===== config.mk =====
export PLATFORM = sky130hd
export DESIGN_NAME = popcount_serial
export DESIGN_NICKNAME = d
export VERILOG_FILES = /design/src/rtl/popcount_serial.sv
export SDC_FILE = /design/constraint.sdc
export NUM_CORES = 1
export LEC_CHECK = 0
export ABC_AREA = 1
export CAP_MARGIN = 20
export CORE_MARGIN = 10
export CORE_UTILIZATION = 54
export CTS_BUF_LIST = sky130_fd_sc_hd__clkbuf_2
export CTS_CLUSTER_DIAMETER = 80
export CTS_CLUSTER_SIZE = 10
export DETAILED_ROUTE_END_ITERATION = 8
export GPL_ROUTABILITY_DRIVEN = 1
export PLACE_DENSITY = 0.83
export SLEW_MARGIN = 40
export SYNTH_ARGS = -nofsm -noshare
export SYNTH_HDL_FRONTEND = slang
export SYNTH_SLANG_ARGS = --single-unit

===== constraint.sdc =====
create_clock -name clk -period 5.7 [get_ports clk]
set_clock_uncertainty 0.2 [all_clocks]
set_input_delay 1.14 -clock clk [delete_from_list [all_inputs] [get_ports clk]]
set_output_delay 1.14 -clock clk [all_outputs]
set_load 0.02 [all_outputs]

===== src/rtl/popcount_serial.sv =====
// popcount_serial: multi-cycle popcount over CHUNK-bit slices with count/onehot/onehot0 results.
// Define POPCOUNT_FIRST_EN to add the out_first (lowest set bit index) port.
module popcount_serial #(
    parameter int WIDTH = 80,
    parameter int CHUNK = 16,
    localparam int NCHUNK = (WIDTH + CHUNK - 1) / CHUNK,
    localparam int CW = $clog2(WIDTH + 1)
) (
    input  logic             clk,
    input  logic             reset,
    input  logic             in_valid,
    output logic             in_ready,
    input  logic [WIDTH-1:0] in_word,
    output logic             out_valid,
    input  logic             out_ready,
    output logic [CW-1:0]    out_count,
    output logic             out_onehot,
    output logic             out_onehot0
`ifdef POPCOUNT_FIRST_EN
    ,
    output logic [CW-1:0]    out_first
`endif
);
    localparam int IW = NCHUNK > 1 ? $clog2(NCHUNK) : 1;
    localparam int PW = NCHUNK * CHUNK;
    typedef enum logic [1:0] {IDLE, COUNT, DONE} state_t;
    state_t        state_q;
    logic [PW-1:0] word_q;
    logic [IW-1:0] idx_q;
    logic [CW-1:0] acc_q, acc_d, count_q;
    logic          ready_q, valid_q, onehot_q, onehot0_q;
    logic [CHUNK-1:0] chunk;
    logic [CW-1:0] chunk_cnt;
    logic          last;
    always_comb begin
        chunk = CHUNK'(word_q >> (int'(idx_q) * CHUNK));
        chunk_cnt = '0;
        for (int j = 0; j < CHUNK; j++) chunk_cnt = chunk_cnt + CW'(chunk[j]);
        acc_d = acc_q + chunk_cnt;
        last = idx_q == IW'(NCHUNK - 1);
    end
`ifdef POPCOUNT_FIRST_EN
    logic [CW-1:0] first_q, out_first_q, first_d, chunk_lo;
    logic          found_q;
    always_comb begin
        chunk_lo = '0;
        for (int j = CHUNK - 1; j >= 0; j--) if (chunk[j]) chunk_lo = CW'(j);
        first_d = found_q ? first_q : (|chunk ? CW'(int'(idx_q) * CHUNK) + chunk_lo : '0);
    end
    always_ff @(posedge clk) begin
        if (reset) begin
            first_q <= '0;
            found_q <= 1'b0;
            out_first_q <= '0;
        end else if (state_q == IDLE && in_valid && ready_q) begin
            first_q <= '0;
            found_q <= 1'b0;
        end else if (state_q == COUNT) begin
            first_q <= first_d;
            found_q <= found_q | (|chunk);
            if (last) out_first_q <= first_d;
        end
    end
    assign out_first = out_first_q;
`endif
    always_ff @(posedge clk) begin
        if (reset) begin
            state_q   <= IDLE;
            word_q    <= '0;
            idx_q     <= '0;
            acc_q     <= '0;
            count_q   <= '0;
            ready_q   <= 1'b1;
            valid_q   <= 1'b0;
            onehot_q  <= 1'b0;
            onehot0_q <= 1'b0;
        end else begin
            case (state_q)
                IDLE: if (in_valid && ready_q) begin
                    word_q  <= PW'(in_word);
                    acc_q   <= '0;
                    idx_q   <= '0;
                    ready_q <= 1'b0;
                    state_q <= COUNT;
                end
                COUNT: begin
                    acc_q <= acc_d;
                    idx_q <= idx_q + IW'(1);
                    if (last) begin
                        count_q   <= acc_d;
                        onehot_q  <= acc_d == CW'(1);
                        onehot0_q <= acc_d <= CW'(1);
                        valid_q   <= 1'b1;
                        state_q   <= DONE;
                    end
                end
                DONE: if (out_ready) begin
                    valid_q <= 1'b0;
                    ready_q <= 1'b1;
                    state_q <= IDLE;
                end
                default: state_q <= IDLE;
            endcase
        end
    end
    assign in_ready    = ready_q;
    assign out_valid   = valid_q;
    assign out_count   = count_q;
    assign out_onehot  = onehot_q;
    assign out_onehot0 = onehot0_q;
endmodule


==> results.tsv <==
metric	value	unit
holdPathStages	2	
ff2ff_path_depth	18	
area_delta_synth_final	20.6	%
worstPathArrival	5.73	ns
synth_top_flop_cell	dfxtp_1	
hold_violations	0	
yosys.cell_count.top_type	nor2_1	
synth_area	0.00496	mm2
final_util	67.5	%
pin_count	95	
die_y	116	um
drive_above_1_share	4.05	%
crit_chain	buf_6 -> nand2_1 -> a32o_1 -> o21ai_0 -> fa_1 -> fa_1 -> fa_1 -> inv_1 -> fa_1 -> fa_1 -> fa_1 -> inv_1 -> nand3_1 -> nand3_1 -> nand2_1 -> nor2_1 -> nand4_1 -> a21oi_1	
cts_root_buf	clkbuf_2	
setup.worst_path.end_class	flop	
grt_max_degree	73	
cts_buffers	9	
p_sw_share	39.4	%
antenna_found_initial	0	
worst-path-buf-inv	3	
slew_headroom	49.4	%
post-place-ws	0.297	ns
yosysUniqueCellTypes	23	
io_buffers	94	
synth_top_area_share	41.6	%
synth_edf_count	0	
antenna_left	0	
die_area	0.0134	mm2
finalSetupTns	0	ns
clk_pin_slew_worst_paths	0.30	ns
holdWs	0.286	ns
period_needed	5.38	ns
syn_nets	797	
synth.area.top_cells	dfxtp_1 42%, nor2_1 12%, o21ai_0 10%, nand2_1 7.9%, fa_1 4.8%	
slew_viol_final	0	
grt_pass1_wl	22500	um
p_int	1.22	mW
maxCapViolCount	0	
criticalPathCategory	flop to flop	
grt_usage	20.8	%
cp_top_family	adder cells	
p_sw	0.796	mW
firstDrtPassIters	8	
rows	34	
gp_congestion	0.903	
dp.final_hpwl	10100	um
nFillCells	791	
initial_utilization	56.0	%
crit_top_cell	fa_1	
core_area	0.00885	mm2
wl_per_cell	15.6	um
clockBufferDepth	2	
fin_area	0.00598	mm2
critPathMaxFanout	37	
yosys-top-cells-count	159 x nor2_1, 104 x nand2_1, 103 x dfxtp_1	
grt_overflow	0	
ys_warn_count	0	
fin_crit_sh	94.5	%
sequentialPowerShare	41.5	%
nNetsFinal	866	
crit_path_start_kind	flop	
hold_class	flop to flop	
dr_total_vias	4752	
slowest_delay	0.56	ns
critPathRequiredTime	6.04	ns
path_depth	18	
vdd_drop_max	210	uV
ys_seq_elements	103	
worstSkewPairLatency	0.62	ns
clock_sinks	103	
p_comb_share	39.5	%
drc	0	
total_leakage_power	2.61	nW
p_clk_share	19.0	%
grt_pass1_vias	4630	
drt_iter0_markers	439	
dpl_cell_area	0.00583	mm2
cts_tree	built	
syn_inst	691	
worst_pin_slew	0.756	ns
reg2reg_slack	0.32	ns
outcome	finished, final reports clean	
cts_hold_buf	0	
die_w	116	um
fin_ws	0.316	ns
ys_async_sr_fraction	0	%
setup_violations	0	
rsz0062_at_grt	false	
cts_max_level	3	
syn_avg_cell_area	7.17	um2
yosysTopAreaCell	dfxtp_1	
wirelength	13600	um
viasPerCell	5.44	
slowest_stage	dfxtp_1	
p_per_area	338	mW/mm2
clock.fmax	186	MHz
ys_seq_area_share	41.6	%
diodes	0	
## per-stage QoR
stage,instances,power [mW]
floorplan,691,1.44
global placement,856,1.61
detailed placement,856,1.64
CTS,872,2.02
global route,873,2.20
finish,873,2.02
## worst paths after layout
check / start / to
worst max-delay path: idx_q[0] / out_onehot
worst max register to register: idx_q[0] / out_onehot
worst min-delay path: acc_q[0] / acc_q[0]
worst min register to register: acc_q[0] / acc_q[0]
## registers in the layout, summed over array words and instances, names as in the netlist
name and flops:
acc_q 7, idx_q 3, in_ready 1, out_count 7, out_onehot 1, out_onehot0 1
out_valid 1, state_q 2, word_q 80
## power by group through the flow
stage	Clock (mW)	Combinational, mW	Sequential [mW]
global placement	0	0.762	0.846
floorplan	0	0.605	0.831
global route	0.416	0.938	0.844
detailed placement	0	0.798	0.847
CTS	0.383	0.802	0.835
finish	0.384	0.798	0.837
## cells in the final DEF, fill, tap and decap left out
master,instances
o21ai_0,99
bufinv_16,1
xnor2_1,1
inv_8,2
nand3_1,43
buf_4,8
fa_1,12
inv_2,4
clkinvlp_4,2
ha_1,10
clkdlybuf4s50_1,94
clkinv_1,1
a21oi_1,44
clkbuf_2,9
nand4_1,4
nand2_1,104
a32o_1,4
inv_1,49
o22ai_1,1
dfxtp_1,103
nor3_4,1
inv_6,3
o211ai_1,2
a32oi_1,3
nor3_1,1
buf_6,1
nor2_1,159
## what timing repair did
| item | in CTS | in global routing |
|---|---|---|
| endpoints found under the setup margin | 0 | 2 |
| setup buffers | 0 | 1 |
| gates resized for setup | 0 | 2 |
## cell type report
cell class / instances / area (um2) / share of cell area, %
Multi-Input combinational cell: 488 / 2430 / 40.6
Inverter: 55 / 210 / 3.52
Sequential cell: 103 / 2060 / 34.5
Timing Repair Buffer: 103 / 1010 / 16.9
Clock inverter: 7 / 86.3 / 1.44
Clock buffer: 9 / 45.0 / 0.754
Tap cell: 108 / 135 / 2.26
## routing by layer
| metal | up-vias | GRT usage (%) | part of all wire (%) |
|---|---|---|---|
| met2 | 199 | 31.7 | 43 |
| met4 | 0 | 8.51 | 2.7 |
| met5 | - | 0 | 0 |
| li1 | 2364 | - | - |
| met3 | 31 | 4.86 | 7.7 |
| met1 | 2158 | 27.8 | 47 |
## cells by family after synthesis
kind of cell	after synthesis	synth area share [%]
flip-flops	103	41.6
AO/OA/AOI/OAI	153	16.2
adder cells (fa/ha/maj)	22	7.37
buffers and inverters	100	9.46
XOR/XNOR	1	0.177
AND/OR/NAND/NOR	312	25.2
## worst register-to-register path, cell delays in order (launching register included)
cell	delay, ns
dfxtp_1	0.56
buf_6	0.30
nand2_1	0.11
a32o_1	0.27
o21ai_0	0.20
fa_1	0.46
fa_1	0.47
fa_1	0.55
inv_1	0.06
fa_1	0.51
fa_1	0.48
fa_1	0.42
inv_1	0.10
nand3_1	0.07
nand3_1	0.09
nand2_1	0.09
nor2_1	0.16
nand4_1	0.11
a21oi_1	0.14
Note: power is estimated with default switching activity, not from simulation.
